### src/rtl/slave_rx_ctrl.sv
// slave_rx_ctrl
//   Slave-side handshake controller for the chip-to-chip link. A master
//   request starts a notice window of DELAY_CYCLES cycles. After that window
//   ack rises and the block accepts a burst of DATA_W-bit words for as long
//   as the master holds valid.
//   The block also provides a data-wait timeout, saturating word counting
//   and a sticky overflow flag. Every output is registered.
//
// Ports
//   clk, rst     : clock and synchronous active-high reset
//   request      : master request (level)
//   valid        : master data-valid (level)
//   data_in      : master data word
//   ack          : acknowledge to master
//   notice       : high while the notice delay runs
//   data         : last accepted word
//   data_stb     : one-cycle pulse per accepted word
//   word_cnt     : words accepted in the current or last burst
//   overflow     : sticky, set when a word arrives after MAX_WORDS were accepted
//   timeout_err  : sticky, set when the data wait expired without valid
//   busy         : controller is not idle
module slave_rx_ctrl #(
  parameter int DATA_W         = 3,
  parameter int DELAY_CYCLES   = 100000000,
  parameter int TIMEOUT_CYCLES = 200000000,
  parameter int MAX_WORDS      = 8
) (
  input  logic                           clk,
  input  logic                           rst,
  input  logic                           request,
  input  logic                           valid,
  input  logic [DATA_W-1:0]              data_in,
  output logic                           ack,
  output logic                           notice,
  output logic [DATA_W-1:0]              data,
  output logic                           data_stb,
  output logic [$clog2(MAX_WORDS+1)-1:0] word_cnt,
  output logic                           overflow,
  output logic                           timeout_err,
  output logic                           busy
);

  localparam int CNT_MAX = (DELAY_CYCLES > TIMEOUT_CYCLES) ? DELAY_CYCLES : TIMEOUT_CYCLES;
  localparam int CNT_W   = (CNT_MAX > 1) ? $clog2(CNT_MAX) : 1;
  localparam int WC_W    = $clog2(MAX_WORDS+1);

  typedef enum logic [1:0] {IDLE, DELAY, WAIT_DATA, RECV} state_t;

  state_t            state_q, state_d;
  logic [CNT_W-1:0]  cnt_q, cnt_d;
  logic              ack_q, ack_d;
  logic              notice_q, notice_d;
  logic [DATA_W-1:0] data_q, data_d;
  logic              stb_q, stb_d;
  logic [WC_W-1:0]   wc_q, wc_d;
  logic              ovf_q, ovf_d;
  logic              terr_q, terr_d;
  logic              busy_q, busy_d;

  always_comb begin
    state_d  = state_q;
    cnt_d    = cnt_q;
    ack_d    = ack_q;
    notice_d = notice_q;
    data_d   = data_q;
    stb_d    = 1'b0;
    wc_d     = wc_q;
    ovf_d    = ovf_q;
    terr_d   = terr_q;
    unique case (state_q)
      IDLE: begin
        ack_d    = 1'b0;
        notice_d = 1'b0;
        cnt_d    = '0;
        if (request) begin
          // A new request wipes the results of the previous burst.
          state_d  = DELAY;
          notice_d = 1'b1;
          data_d   = '0;
          wc_d     = '0;
          ovf_d    = 1'b0;
          terr_d   = 1'b0;
        end
      end
      DELAY: begin
        // The request is committed here, so request is not looked at.
        if (cnt_q == CNT_W'(DELAY_CYCLES-1)) begin
          state_d  = WAIT_DATA;
          notice_d = 1'b0;
          ack_d    = 1'b1;
          cnt_d    = '0;
        end else begin
          cnt_d = cnt_q + CNT_W'(1);
        end
      end
      WAIT_DATA: begin
        if (valid) begin
          state_d = RECV;
          data_d  = data_in;
          stb_d   = 1'b1;
          wc_d    = WC_W'(1);
          cnt_d   = '0;
        end else if (cnt_q == CNT_W'(TIMEOUT_CYCLES-1)) begin
          state_d = IDLE;
          ack_d   = 1'b0;
          terr_d  = 1'b1;
          cnt_d   = '0;
        end else begin
          cnt_d = cnt_q + CNT_W'(1);
        end
      end
      RECV: begin
        if (valid) begin
          if (wc_q < WC_W'(MAX_WORDS)) begin
            data_d = data_in;
            stb_d  = 1'b1;
            wc_d   = wc_q + WC_W'(1);
          end else begin
            // The word is dropped. data and word_cnt keep the last accepted values.
            ovf_d = 1'b1;
          end
        end else begin
          state_d = IDLE;
          ack_d   = 1'b0;
          cnt_d   = '0;
        end
      end
      default: state_d = IDLE;
    endcase
    busy_d = (state_d != IDLE);
  end

  always_ff @(posedge clk) begin
    if (rst) begin
      state_q  <= IDLE;
      cnt_q    <= '0;
      ack_q    <= 1'b0;
      notice_q <= 1'b0;
      data_q   <= '0;
      stb_q    <= 1'b0;
      wc_q     <= '0;
      ovf_q    <= 1'b0;
      terr_q   <= 1'b0;
      busy_q   <= 1'b0;
    end else begin
      state_q  <= state_d;
      cnt_q    <= cnt_d;
      ack_q    <= ack_d;
      notice_q <= notice_d;
      data_q   <= data_d;
      stb_q    <= stb_d;
      wc_q     <= wc_d;
      ovf_q    <= ovf_d;
      terr_q   <= terr_d;
      busy_q   <= busy_d;
    end
  end

  assign ack         = ack_q;
  assign notice      = notice_q;
  assign data        = data_q;
  assign data_stb    = stb_q;
  assign word_cnt    = wc_q;
  assign overflow    = ovf_q;
  assign timeout_err = terr_q;
  assign busy        = busy_q;

endmodule

### config.mk
export PLATFORM = sky130hd
export DESIGN_NAME = slave_rx_ctrl
export DESIGN_NICKNAME = d
export VERILOG_FILES = /design/src/rtl/slave_rx_ctrl.sv
export SDC_FILE = /design/constraint.sdc
export NUM_CORES = 1
export LEC_CHECK = 0
export ABC_AREA = 1
export ABC_CLOCK_PERIOD_IN_PS = 1600
export BUFFER_PORTS_ARGS = -buffer_cell sky130_fd_sc_hd__buf_2
export CORE_ASPECT_RATIO = 0.6
export CORE_UTILIZATION = 35
export DETAILED_ROUTE_END_ITERATION = 8
export SLEW_MARGIN = 0
export SYNTH_ARGS = -nofsm -noshare
export SYNTH_HDL_FRONTEND = slang
export SYNTH_SLANG_ARGS = --single-unit
### constraint.sdc
create_clock -name clk -period 1.6 [get_ports clk]
set_input_delay 0.24 -clock clk [delete_from_list [all_inputs] [get_ports clk]]
set_output_delay 0.24 -clock clk [all_outputs]
set_load 0.05 [all_outputs]
# After elaboration in Yosys (flattened, before gate mapping)
# Index checks and enable logic that the tools add are counted.
op_classes:
  reduce_logical: 11
  addsub: 2
  mux: 40
  magnitude_cmp: 1
  eq_ne: 14
ops:
  columns: ["cell", "count"]
  rows:
  - ["28-bit 2-to-1 mux", 4]
  - ["28-bit one-hot mux with 4 select lines", 1]
  - ["28-bit by 1-bit adder with 28-bit output, second input constant", 1]
  - ["28-bit by 27-bit equality test with 1-bit output, second input constant", 1]
  - ["28-bit equality test, second input constant", 1]
  - ["2-bit != test, second input constant", 9]
  - ["4-bit 2-to-1 mux", 4]
  - ["1-bit 2-to-1 mux", 14]
  - ["3-bit 2-to-1 mux", 4]
  - ["4-bit one-hot mux with 3 select lines", 1]
  - ["4-bit AND reduction", 3]
  - ["2-bit 2-to-1 mux", 5]
  - ["3-bit one-hot mux with 3 select lines", 1]
  - ["1-bit one-hot mux with 2 select lines", 4]
  - ["2-bit one-hot mux with 4 select lines", 1]
  - ["2-bit nonzero test", 4]
  - ["5-bit AND reduction", 1]
  - ["4-bit by 1-bit adder with 4-bit output, second input constant", 1]
  - ["2-bit equality test, second input constant", 2]
  - ["4-bit < comparator, second input constant", 1]
  - ["1-bit one-hot mux with 4 select lines", 1]
  - ["3-bit nonzero test", 1]
  - ["2-bit by 1-bit equality test with 1-bit output, second input constant", 1]
  - ["2-bit zero test", 1]
  - ["2-bit AND reduction", 1]
totals:
  register_bits: 43
  out_inout_bits: 13

# Logic depth before layout (Yosys ltp)
depth:
  ltp_word: 5
  ltp_mapped: 14
  mapped_depth_nobuf: 14

# Worst setup path after synthesis
# No wires, ideal clock.
synth_timing:
  kind: "reg-to-reg"
  start: "register state_q[0]"
  end: "register wc_q[2] (netlist: word_cnt[2])"
  arrival_ps: 1521
  synth_period_minus_slack_ps: 1651
  required_ps: 1470
  path_stages_with_launch: 9
  setup_slack_ps: -51
  cell_sequence: "dfxtp_1 -> inv_1 -> ha_1 -> nand2_1 -> o21ai_0 -> nand3b_1 -> inv_1 -> and3_1 -> nor3_1"
synth_between:
  elab_chain_cells: 3
synth_rtl:
  columns: ["element", "line_no", "source"]
  rows:
  - ["start, declared", "49", "state_t state_q, state_d;"]
  - ["start signal, assigned", "146", "state_q <= state_d;"]
  - ["2-bit equality test or 2-bit zero test (tied branches)", "70", "unique case (state_q)"]
  - ["2-bit != test (no source line) or 3-bit nonzero test (tied branches)", null, null]
  - ["5-bit AND reduction (no source line)", null, null]
  - ["end signal, assigned", "152", "wc_q <= wc_d;"]
  - ["end, declared", "55", "logic [WC_W-1:0] wc_q, wc_d;"]
# Parallel ways exist; a longest one is shown, timed or not.
# A chain may end at the register's enable or synchronous reset.

# Worst setup path in the final report
layout_timing:
  start: "register cnt_q[0]"
  end: "register cnt_q[26]"
layout_between:
  elab_chain_cells: 4
layout_rtl:
  columns: ["element", "line_no", "source"]
  rows:
  - ["start, declared", "50", "logic [CNT_W-1:0] cnt_q, cnt_d;"]
  - ["start signal, assigned", "147", "cnt_q <= cnt_d;"]
  - ["28-bit by 1-bit adder with 28-bit output or 28-bit equality test (tied branches)", "93, 109, 103", null]
  - ["28-bit 2-to-1 mux", "103", "end else if (cnt_q == CNT_W'(TIMEOUT_CYCLES-1)) begin"]
  - ["28-bit 2-to-1 mux", "97", "if (valid) begin"]
  - ["28-bit one-hot mux with 4 select lines *", "70", null]
# Mark *: on every way between the ends. The rest lies on a longest branch, timed or not.

==> flow_results.xml <==
<?xml version="1.0" encoding="UTF-8"?>
<metrics>
  <group name="die">
    <metric name="io_pins" unit="">20</metric>
    <metric name="die_y" unit="µm">65.7</metric>
    <metric name="die_area" unit="mm²">0.00711</metric>
    <metric name="placeableCoreArea" unit="mm²">0.00633</metric>
    <metric name="fp.dieW" unit="µm">108</metric>
    <metric name="start_util" unit="%">37.4</metric>
    <metric name="placementRows" unit="">22</metric>
  </group>
  <group name="layout">
    <metric name="instances_no_fill" unit="">495</metric>
    <metric name="final_cell_area" unit="mm²">0.00343</metric>
    <metric name="total_inserted_antenna_cells" unit="">0</metric>
    <metric name="number_of_nets_at_the_end_of_the_flow" unit="">424</metric>
    <metric name="fraction_of_final_layout_cells_sized_beyond_drive_strength_1" unit="%">41.4</metric>
    <metric name="synthToLayoutAreaGrowth" unit="%">44.7</metric>
    <metric name="final_util" unit="%">54.2</metric>
  </group>
  <group name="route">
    <metric name="final_antenna_net_count" unit="">0</metric>
    <metric name="drc" unit="">0</metric>
    <metric name="vias_per_cell" unit="">4.84</metric>
    <metric name="firstDrtPassIters" unit="">4</metric>
    <metric name="drt-total-wl" unit="µm">6700</metric>
    <metric name="wl_per_cell" unit="µm">13.5</metric>
    <metric name="detailedRoute.firstIterationViolations" unit="">144</metric>
    <metric name="routed-via-count" unit="">2394</metric>
  </group>
  <group name="yosys">
    <metric name="post_synth_num_cell_types" unit="">31</metric>
    <metric name="synth-async-reset-ratio" unit="%">0</metric>
    <metric name="yosysWarningCount" unit="">0</metric>
    <metric name="cell_count_after_synthesis" unit="">334</metric>
    <metric name="syn_avg_cell_area" unit="µm²">7.10</metric>
    <metric name="ys_ff_latch" unit="">43</metric>
    <metric name="syn-num-nets" unit="">348</metric>
    <metric name="synth-edff-count" unit="">0</metric>
    <metric name="synth.yosys.seq_area_share" unit="%">36.3</metric>
    <metric name="netlist_area_pre_place" unit="mm²">0.00237</metric>
    <metric name="postSynth.topFlopCell" unit="">sky130_fd_sc_hd__dfxtp_1</metric>
  </group>
  <group name="critical_path">
    <metric name="r2r_cells" unit="">12</metric>
    <metric name="critical_path.startpoint_type" unit="">flip-flop</metric>
    <metric name="criticalPathCategory" unit="">reg -&gt; reg</metric>
    <metric name="timing.critical_path.fanout_max" unit="">4</metric>
    <metric name="reg2reg_slack" unit="ns">-0.07</metric>
    <metric name="crit_path_start" unit="">cnt_q[0]$_SDFFE_PP0N_</metric>
    <metric name="critPathArrivalTime" unit="ns">1.85</metric>
    <metric name="worstSetupEndpoint" unit="">cnt_q[26]$_SDFFE_PP0N_</metric>
    <metric name="timing.critical_path.to_type" unit="">flip-flop</metric>
    <metric name="reg2reg_from" unit="">cnt_q[0]$_SDFFE_PP0N_</metric>
    <metric name="timing.rr.end" unit="">cnt_q[26]$_SDFFE_PP0N_</metric>
    <metric name="timing.critical_path.required" unit="ns">1.78</metric>
  </group>
  <group name="placed_design">
    <metric name="place.detailed.hpwl" unit="µm">4720</metric>
    <metric name="placed_cell_area" unit="mm²">0.00289</metric>
    <metric name="placed_cells_incl_taps" unit="">479</metric>
    <metric name="io_buffer_count" unit="">19</metric>
    <metric name="finalWeightedCongestion" unit="">0.883</metric>
  </group>
  <group name="power">
    <metric name="combPwrFrac" unit="%">12.4</metric>
    <metric name="power_switching_share" unit="%">26.0</metric>
    <metric name="seq_power_share" unit="%">45.9</metric>
    <metric name="power_switching" unit="W">0.000624</metric>
    <metric name="internal_power" unit="W">0.00178</metric>
    <metric name="power.share.clock" unit="%">41.7</metric>
    <metric name="static-leakage-power" unit="nW">1.39</metric>
    <metric name="power_density" unit="mW/mm²">700</metric>
    <metric name="vdd_ir_drop_max" unit="µV">462</metric>
  </group>
  <group name="cts">
    <metric name="clk_latency" unit="ns">0.29</metric>
    <metric name="max-clock-path-buffers" unit="">2</metric>
    <metric name="tritoncts" unit="">yes</metric>
    <metric name="clock_tree.htree_level_count" unit="">2</metric>
    <metric name="numClockSinks" unit="">43</metric>
    <metric name="cts_inserted_buffers" unit="">5</metric>
    <metric name="buffer_cell_driving_the_clock_tree_root" unit="">sky130_fd_sc_hd__clkbuf_16</metric>
    <metric name="worst_setup_hold_path_clk_slew" unit="ns">0.06</metric>
  </group>
  <group name="timing">
    <metric name="clock_skew" unit="ns">0.00439</metric>
    <metric name="layout_min_cycle_time" unit="ns">1.67</metric>
    <metric name="setup-violations-final" unit="">25</metric>
    <metric name="postLayoutSetupSlackWorst" unit="ns">-0.0695</metric>
    <metric name="fin_crit_sh" unit="%">104</metric>
    <metric name="slew_violations" unit="">0</metric>
    <metric name="max_slew.worst_pin.slew" unit="ns">0.435</metric>
    <metric name="fmax" unit="MHz">599</metric>
    <metric name="final_hold_viol_count" unit="">0</metric>
    <metric name="relSlewSlack" unit="%">71.0</metric>
    <metric name="grt_setup_unrepaired" unit="">true</metric>
  </group>
  <group name="global_route">
    <metric name="initial_antenna_violation_count" unit="">0</metric>
    <metric name="grt_max_degree" unit="">14</metric>
    <metric name="grt_remaining_overflow" unit="">0</metric>
    <metric name="globalRouteTotalUtil" unit="%">19.0</metric>
    <metric name="grt_pass1_wl" unit="µm">10300</metric>
    <metric name="number_of_global_route_vias_before_repair" unit="">2104</metric>
  </group>
  <group name="hold_path">
    <metric name="min-delay-path-class" unit="">in -&gt; reg</metric>
  </group>
  <group name="run">
    <metric name="maxCapViolations" unit="">0</metric>
  </group>
  <group name="outcome">
    <metric name="run_status" unit="">complete, but fails checks</metric>
    <metric name="failing_checks" unit="">negative setup slack</metric>
  </group>
</metrics>
-- stage by stage --
stage	power (W)	worst slack [ns]	setup TNS (ns)	hold WS, ns
floorplan	0.00127	-0.0107	-0.0107	0.401
global placement	0.00136	-0.0404	-0.350	0.434
detailed placement	0.00137	-0.0945	-2.31	0.445
CTS	0.00239	-0.102	-1.38	0.214
global route	0.00249	-0.178	-4.47	0.197
finish	0.00240	-0.0695	-1.21	0.196
-- repair_timing --
action	in CTS	in global routing
hold buffers	0	0
setup buffers	4	3
pin swaps	9	31
cloned	1	2
setup endpoints to repair	31	39
gates resized for setup	14	71
-- placed cells by master (no fill, tap or decap), drive strengths merged --
cell type | synthesis | layout
o211ai | 1 | 1
xnor2 | 2 | 2
o21bai | 1 | 1
dfxtp | 43 | 43
nand4 | 11 | 11
clkinv | 0 | 3
ha | 7 | 7
nand2 | 72 | 72
clkbuf | 1 | 7
inv | 40 | 40
a31oi | 1 | 1
xor2 | 21 | 21
a41oi | 1 | 1
buf | 4 | 72
nor4 | 1 | 1
o21ai | 9 | 9
nor2 | 64 | 64
nor3 | 13 | 13
a21oi | 10 | 10
a211oi | 2 | 2
nand3b | 4 | 4
o31ai | 1 | 1
nand3 | 24 | 24
and3 | 1 | 1
-- metal layers --
layer  GRT usage (%)  share of wire (%)  vias up  routed length, µm
li1                -                  -     1225                  -
met1            30.2                 54     1111               3650
met2            24.5                 40       51               2690
met3            3.87                4.6        7                308
met4            5.48               0.72        0                 48
met5               0                  0        -                  0
-- cell usage after synthesis, types with 2 or more instances --
cell type / count / share of area [%]
sky130_fd_sc_hd__nand2_1: 62 / 9.8
sky130_fd_sc_hd__nor2_1: 54 / 8.6
sky130_fd_sc_hd__dfxtp_1: 43 / 36
sky130_fd_sc_hd__inv_1: 39 / 6.2
sky130_fd_sc_hd__nand3_1: 24 / 5.1
sky130_fd_sc_hd__xor2_1: 21 / 7.8
sky130_fd_sc_hd__nand4_1: 11 / 2.9
sky130_fd_sc_hd__nor3_1: 11 / 2.3
sky130_fd_sc_hd__a21oi_1: 10 / 2.1
sky130_fd_sc_hd__nand2_2: 9 / 2.4
sky130_fd_sc_hd__nor2_2: 9 / 2.4
sky130_fd_sc_hd__o21ai_0: 9 / 1.9
sky130_fd_sc_hd__ha_1: 7 / 3.7
sky130_fd_sc_hd__nand3b_1: 4 / 1.3
sky130_fd_sc_hd__a211oi_1: 2 / 0.63
sky130_fd_sc_hd__buf_2: 2 / 0.42
sky130_fd_sc_hd__nor3_2: 2 / 0.84
sky130_fd_sc_hd__xnor2_1: 2 / 0.74
-- cells by family after synthesis --
group           synth area share (%)
simple gates                    37.0
buf+inv                         8.24
flops                           36.3
compound gates                  6.23
xor+xnor                        8.50
fa+ha+maj                       3.70
-- power groups by stage --
stage / clock network [W] / registers [W] / logic (W)
2_1_floorplan: 0 / 0.00117 / 0.000103
3_3_place_gp: 0 / 0.00112 / 0.000241
3_5_place_dp: 0 / 0.00112 / 0.000242
4_1_cts: 0.00103 / 0.00110 / 0.000257
5_1_grt: 0.00107 / 0.00110 / 0.000320
6_report: 0.00100 / 0.00110 / 0.000297
-- final cells by class --
class	count	area (µm²)
inverter	40	155
tap	84	105
multi-input combinational	246	1560
clock inverter	3	15.0
sequential	43	881
timing repair buffer	74	591
clock buffer	5	125
fill	607	2900
-- flip-flops by register name, summed over array words and instances, names as in the netlist --
register	flops
timeout_err	1
data	3
overflow	1
data_stb	1
notice	1
busy	1
word_cnt	4
ack	1
state_q	2
cnt_q	28
-- worst max-delay path, cell delays in order (launching register included) --
cell                      delay [ns]
sky130_fd_sc_hd__dfxtp_2        0.36
sky130_fd_sc_hd__ha_4           0.16
sky130_fd_sc_hd__nand2_4        0.06
sky130_fd_sc_hd__nor2_4         0.09
sky130_fd_sc_hd__buf_4          0.12
sky130_fd_sc_hd__nand2_4        0.05
sky130_fd_sc_hd__inv_4          0.06
sky130_fd_sc_hd__nand2_1        0.05
sky130_fd_sc_hd__nor2_2         0.13
sky130_fd_sc_hd__nand2_2        0.12
sky130_fd_sc_hd__nor3_4         0.19
sky130_fd_sc_hd__xnor2_2        0.14
sky130_fd_sc_hd__nor2_2         0.05
-- worst min-delay path by stage --
stage	cells after the start	from	endpoint
finish	3	data_in[0]	data[0]$_SDFFE_PP0P_
global route	3	data_in[0]	data[0]$_SDFFE_PP0P_
CTS	3	data_in[0]	data[0]$_SDFFE_PP0P_
detailed placement	2	ack$_SDFFE_PP0P_	ack$_SDFFE_PP0P_
global placement	2	ack$_SDFFE_PP0P_	ack$_SDFFE_PP0P_
floorplan	2	data_in[0]	data[0]$_SDFFE_PP0P_
(Power assumes the default switching activity.)
